`src/rtl/vga_timing_gen.sv`:
```
// Raster timing generator: 12-bit column/line counters with registered video_on, sync and frame_start decodes.
// Optional VGA_FRAME_COUNT_EN adds a 16-bit count of completed frames.
module vga_timing_gen #(
    parameter int H_ACTIVE = 1280,
    parameter int H_FP     = 110,
    parameter int H_SYNC   = 40,
    parameter int H_BP     = 220,
    parameter int V_ACTIVE = 720,
    parameter int V_FP     = 5,
    parameter int V_SYNC   = 5,
    parameter int V_BP     = 20,
    parameter bit SYNC_POL = 1'b1
) (
    input  logic        clk,
    input  logic        reset,
    input  logic        ce,
    input  logic        run,
    output logic [11:0] pixel_x,
    output logic [11:0] pixel_y,
    output logic        video_on,
    output logic        hsync,
    output logic        vsync,
    output logic        frame_start,
    output logic        busy,
`ifdef VGA_FRAME_COUNT_EN
    output logic [15:0] frame_count,
`endif
    output int          width,
    output int          height
);
    localparam int H_TOTAL = H_ACTIVE + H_FP + H_SYNC + H_BP;
    localparam int V_TOTAL = V_ACTIVE + V_FP + V_SYNC + V_BP;

    // Decode thresholds are 13 bits so a 4096-wide raster cannot alias to 0.
    localparam logic [11:0] H_LAST = 12'(H_TOTAL - 1);
    localparam logic [11:0] V_LAST = 12'(V_TOTAL - 1);
    localparam logic [12:0] H_ACT  = 13'(H_ACTIVE);
    localparam logic [12:0] HS_BEG = 13'(H_ACTIVE + H_FP);
    localparam logic [12:0] HS_END = 13'(H_ACTIVE + H_FP + H_SYNC);
    localparam logic [12:0] V_ACT  = 13'(V_ACTIVE);
    localparam logic [12:0] VS_BEG = 13'(V_ACTIVE + V_FP);
    localparam logic [12:0] VS_END = 13'(V_ACTIVE + V_FP + V_SYNC);

    generate
        if (H_TOTAL > 4096 || V_TOTAL > 4096) begin : g_size_check
            $error("vga_timing_gen: H_TOTAL and V_TOTAL must not exceed 4096");
        end
    endgenerate

    typedef enum logic {IDLE, RUN} state_t;

    state_t      state_q, state_d;
    logic [11:0] x_q, x_d, y_q, y_d;
    logic        video_on_q, video_on_d;
    logic        hsync_q, hsync_d;
    logic        vsync_q, vsync_d;
    logic        frame_start_q, frame_start_d;
    logic        frame_wrap;
    logic        in_run;
`ifdef VGA_FRAME_COUNT_EN
    logic [15:0] frame_count_q, frame_count_d;
`endif

    always_comb begin
        state_d    = state_q;
        x_d        = x_q;
        y_d        = y_q;
        frame_wrap = 1'b0;
        case (state_q)
            IDLE: begin
                // Position is already (0,0) in IDLE, so only the state moves.
                if (ce && run) state_d = RUN;
            end
            RUN: begin
                if (ce) begin
                    if (x_q == H_LAST) begin
                        x_d = '0;
                        if (y_q == V_LAST) begin
                            y_d        = '0;
                            frame_wrap = 1'b1;
                            if (!run) state_d = IDLE;
                        end else begin
                            y_d = y_q + 12'd1;
                        end
                    end else begin
                        x_d = x_q + 12'd1;
                    end
                end
            end
            default: state_d = IDLE;
        endcase

        in_run        = (state_d == RUN);
        video_on_d    = in_run && ({1'b0, x_d} < H_ACT) && ({1'b0, y_d} < V_ACT);
        hsync_d       = (in_run && ({1'b0, x_d} >= HS_BEG) && ({1'b0, x_d} < HS_END))
                        ? SYNC_POL : ~SYNC_POL;
        vsync_d       = (in_run && ({1'b0, y_d} >= VS_BEG) && ({1'b0, y_d} < VS_END))
                        ? SYNC_POL : ~SYNC_POL;
        frame_start_d = in_run && ((state_q == IDLE) || frame_wrap);
`ifdef VGA_FRAME_COUNT_EN
        // The launch pulse out of IDLE is not a completed frame; only wraps count.
        frame_count_d = frame_count_q;
        if (!in_run)         frame_count_d = '0;
        else if (frame_wrap) frame_count_d = frame_count_q + 16'd1;
`endif
    end

    always_ff @(posedge clk or negedge reset) begin
        if (!reset) begin
            state_q       <= IDLE;
            x_q           <= '0;
            y_q           <= '0;
            video_on_q    <= 1'b0;
            hsync_q       <= ~SYNC_POL;
            vsync_q       <= ~SYNC_POL;
            frame_start_q <= 1'b0;
`ifdef VGA_FRAME_COUNT_EN
            frame_count_q <= '0;
`endif
        end else begin
            state_q       <= state_d;
            x_q           <= x_d;
            y_q           <= y_d;
            video_on_q    <= video_on_d;
            hsync_q       <= hsync_d;
            vsync_q       <= vsync_d;
            frame_start_q <= frame_start_d;
`ifdef VGA_FRAME_COUNT_EN
            frame_count_q <= frame_count_d;
`endif
        end
    end

    assign pixel_x     = x_q;
    assign pixel_y     = y_q;
    assign video_on    = video_on_q;
    assign hsync       = hsync_q;
    assign vsync       = vsync_q;
    assign frame_start = frame_start_q;
    assign busy        = (state_q == RUN);
`ifdef VGA_FRAME_COUNT_EN
    assign frame_count = frame_count_q;
`endif
    assign width       = H_ACTIVE;
    assign height      = V_ACTIVE;
endmodule

```
`config.mk`:
```
export PLATFORM = sky130hd
export DESIGN_NAME = vga_timing_gen
export DESIGN_NICKNAME = d
export VERILOG_FILES = /design/src/rtl/vga_timing_gen.sv
export SDC_FILE = /design/constraint.sdc
export NUM_CORES = 1
export LEC_CHECK = 0
export BUFFER_PORTS_ARGS = -buffer_cell sky130_fd_sc_hd__buf_2
export CORE_MARGIN = 1
export CORE_UTILIZATION = 48
export CTS_CLUSTER_DIAMETER = 200
export DETAILED_ROUTE_END_ITERATION = 6
export PLACE_DENSITY = 0.81
export SYNTH_ARGS = -nofsm -noshare
export SYNTH_HDL_FRONTEND = slang
export SYNTH_SLANG_ARGS = --single-unit
```
`constraint.sdc`:
```
create_clock -name clk -period 3.67 [get_ports clk]
set_clock_uncertainty 0.05 [all_clocks]
set_input_delay 0.734 -clock clk [delete_from_list [all_inputs] [get_ports clk]]
set_output_delay 0.734 -clock clk [all_outputs]
set_load 0.005 [all_outputs]
```
==> flow_metrics.env <==
export IMPL_status="completed"
export IMPL_dieArea_sq_mm=0.004879
export IMPL_area_delta_synth_final_pct=1.756
export IMPL_drt_iter0_drc=88
export IMPL_crit_type="reg2reg"
export IMPL_tritoncts="yes"
export IMPL_initial_core_util_pct=50.40
export IMPL_synthCells=261
export IMPL_htreeDepth=2
export IMPL_layout_drive_gt1_share_pct=15.75
export IMPL_cts_buffers=5
export IMPL_p_int_uw=597.2
export IMPL_synth_top_family_by_area="buffers and inverters"
export IMPL_synth_xor_area_share_pct=3.964
export IMPL_required_ns=3.79
export IMPL_hold_path_class="in2async"
export IMPL_num_antenna_cells=0
export IMPL_end_kind="register"
export IMPL_cts_path_max_buffers=2
export IMPL_r2r_slack_ns=0.88
export IMPL_grt_overflow=0
export IMPL_clock_latency_ns=0.28
export IMPL_drv_slew=0
export IMPL_pwr_share_clk_pct=29.1
export IMPL_avgSynthCellArea_sq_um=8.466
export IMPL_cts_root_buf="clkbuf_8"
export IMPL_n_fill_cell=414
export IMPL_synthSimpleGateAreaFrac_pct=22.14
export IMPL_ioPinCount=97
export IMPL_stdcell_area_sq_mm=0.002248
export IMPL_period_needed_ns=2.785
export IMPL_synthArstFlopShare_pct=100.0
export IMPL_io_buffers=32
export IMPL_ys_types=51
export IMPL_timing_setup_tns_ns=0
export IMPL_ir_worst_vdd_v=0.0001501
export IMPL_grt_pass1_wl_mm=6.548
export IMPL_setup_viol=0
export IMPL_power_total_uw=898.8
export IMPL_netlist_area_sq_mm=0.002210
export IMPL_die_h_um=69.85
export IMPL_fmax_ghz=0.3590
export IMPL_cts_setup_buffers=0
export IMPL_max_slew_margin_pct=58.04
export IMPL_power_frac_seq_pct=48.0
export IMPL_synth_compound_area_share_pct=12.40
export IMPL_final_period_utilization_pct=75.89
export IMPL_worstPathArrival_ns=2.90
export IMPL_utilization_pct=51.28
export IMPL_synthFlopType="dfrtp_1"
export IMPL_vias=1720
export IMPL_holdBufCountCts=0
export IMPL_ys_seq_elements=29
export IMPL_synth_area_mux_share_pct=0.9626
export IMPL_p_comb_share_pct=22.9
export IMPL_max_cap_viol_count=0
export IMPL_synth_edf_count=0
export IMPL_routedWlPerCell_um=11.65
export IMPL_p_leak_nw=1.136
export IMPL_drc=0
export IMPL_final_nets=300
export IMPL_clk_pin_slew_ns=0.06
export IMPL_track_usage_pct=17.05
export IMPL_antenna_found_initial=0
export IMPL_switching_share_pct=33.55
export IMPL_dp_hpwl_mm=3.011
export IMPL_place_area_sq_mm=0.002162
export IMPL_cts_resized_gates=0
export IMPL_power_density_mw_per_mm2=399.7
export IMPL_hold_violations=0
export IMPL_place_congestion=0.8628
export IMPL_grt_max_degree=30
export IMPL_critical_path_startpoint_type="register"
export IMPL_yosysSeqAreaShare_pct=32.84
export IMPL_hold_slack_ns=0.4200
export IMPL_rsz0062_at_grt="false"
export IMPL_ant_nets=0
export IMPL_die_x_um=69.85
export IMPL_switching_power_uw=301.5
export IMPL_fp_coreArea_sq_mm=0.004384
export IMPL_first_global_vias=1422
export IMPL_fp_row_count=24
export IMPL_crit_path_max_fanout=5
export IMPL_drt_total_wl_mm=4.006
export IMPL_tightest_slew_ns=0.6294
export IMPL_via_per_inst=5.000
export IMPL_synth_adder_area_share_pct=2.265
export IMPL_cts_sinks=29
export IMPL_firstDrtPassIters=4
export IMPL_yosysWarnings=0
## final timing paths
kind,endpoint,cells after the start,startpoint
min in group clk,frame_start$_DFF_PN0_,1,busy$_DFF_PN0_
worst max-delay path,vsync$_DFF_PN0_,8,pixel_x[1]$_DFF_PN0_
max in group asynchronous,pixel_y[11]$_DFF_PN0_,1,reset
worst min register to register,frame_start$_DFF_PN0_,1,busy$_DFF_PN0_
worst min-delay path,pixel_y[2]$_DFF_PN0_,1,reset
worst max register to register,vsync$_DFF_PN0_,8,pixel_x[1]$_DFF_PN0_
## layer usage
layer	share of wire [%]	vias up	GRT usage [%]
met2	48	89	26.71
li1	-	830	-
met1	42	790	21.11
met3	7.4	11	5.339
met4	2.7	0	8.667
met5	0	-	0
## area by class of cell
class | instances | area [sq um] | area share (%)
Multi-Input combinational cell | 213 | 1162 | 51.70
Sequential cell | 29 | 725.7 | 32.28
Timing Repair Buffer | 34 | 175.2 | 7.791
Clock buffer | 7 | 86.33 | 3.840
Tap cell | 52 | 65.06 | 2.894
Inverter | 9 | 33.78 | 1.503
## cell usage in the layout (no fill, tap or decap), drive strengths merged, types with 6 or more instances in the layout
cell type	instances
nand2	19
conb	64
nor2	20
inv	9
buf	34
clkbuf	7
nor3	6
o21ai	16
a21oi	10
dfrtp	29
nand3	13
## worst max-delay path: stages (launching register included)
cell and delay [ns]:
dfrtp_1 0.43, inv_1 0.08, ha_1 0.14, nand4bb_1 0.19, or4_4 0.57, or2_1 0.28
o31a_1 0.28, or3_1 0.38, a2111oi_2 0.28
## synth_stat cells (all sizes together), types with 2 or more instances
cell     number  area (sq um)
a21oi        10         50.05
o22ai         2         12.51
xor2          5         43.79
and3          2         12.51
or4           2         18.77
clkbuf        2         7.510
o31ai         3         22.52
nand4bb       2         22.52
a31oi         2         12.51
buf          70         513.0
ha            4         50.05
nor4          2         12.51
nor2b         2         12.51
dfrtp        29         725.7
or2           3         18.78
nor2         20         75.07
nand3        13         65.06
o21ai        16         80.07
or3b          2         17.52
conb          2         7.510
nand2        19         71.32
a21o          2         15.01
or3           3         18.77
a22oi         2         15.01
xnor2         5         43.79
and4          2         17.52
and2          2         12.51
nand4         3         33.78
nor3          6         30.03
inv           9         33.78
## power by group through the flow
stage          clock network [mW]  logic, mW  registers [mW]
6_report                    0.261      0.206           0.431
5_1_grt                     0.285      0.240           0.441
4_1_cts                     0.271      0.207           0.431
3_5_place_dp                    0      0.207           0.436
3_3_place_gp                    0      0.204           0.434
2_1_floorplan                   0      0.214           0.409
## stage by stage
stage | setup WS [ns] | std cells
2_1_floorplan | 0.9776 | 323
3_3_place_gp | 0.7131 | 337
3_5_place_dp | 0.6503 | 337
4_1_cts | 0.9022 | 344
5_1_grt | 0.6981 | 344
6_report | 0.8848 | 344
## cell families (layout without fill, tap and decap cells)
group	after synthesis	count (layout)
AND/OR/NAND/NOR	89	89
buffers and inverters	81	50
AO/OA/AOI/OAI	44	44
flip-flops	29	29
XOR/XNOR	10	10
adder cells (fa/ha/maj)	4	4
other	2	64
multiplexers	2	2
## sequential cells by signal (all words and copies together), names as in the netlist
| register | flops |
|---|---|
| busy | 1 |
| hsync | 1 |
| pixel_y | 12 |
| frame_start | 1 |
| vsync | 1 |
| video_on | 1 |
| pixel_x | 12 |
Power figures use the tool's default switching activity.
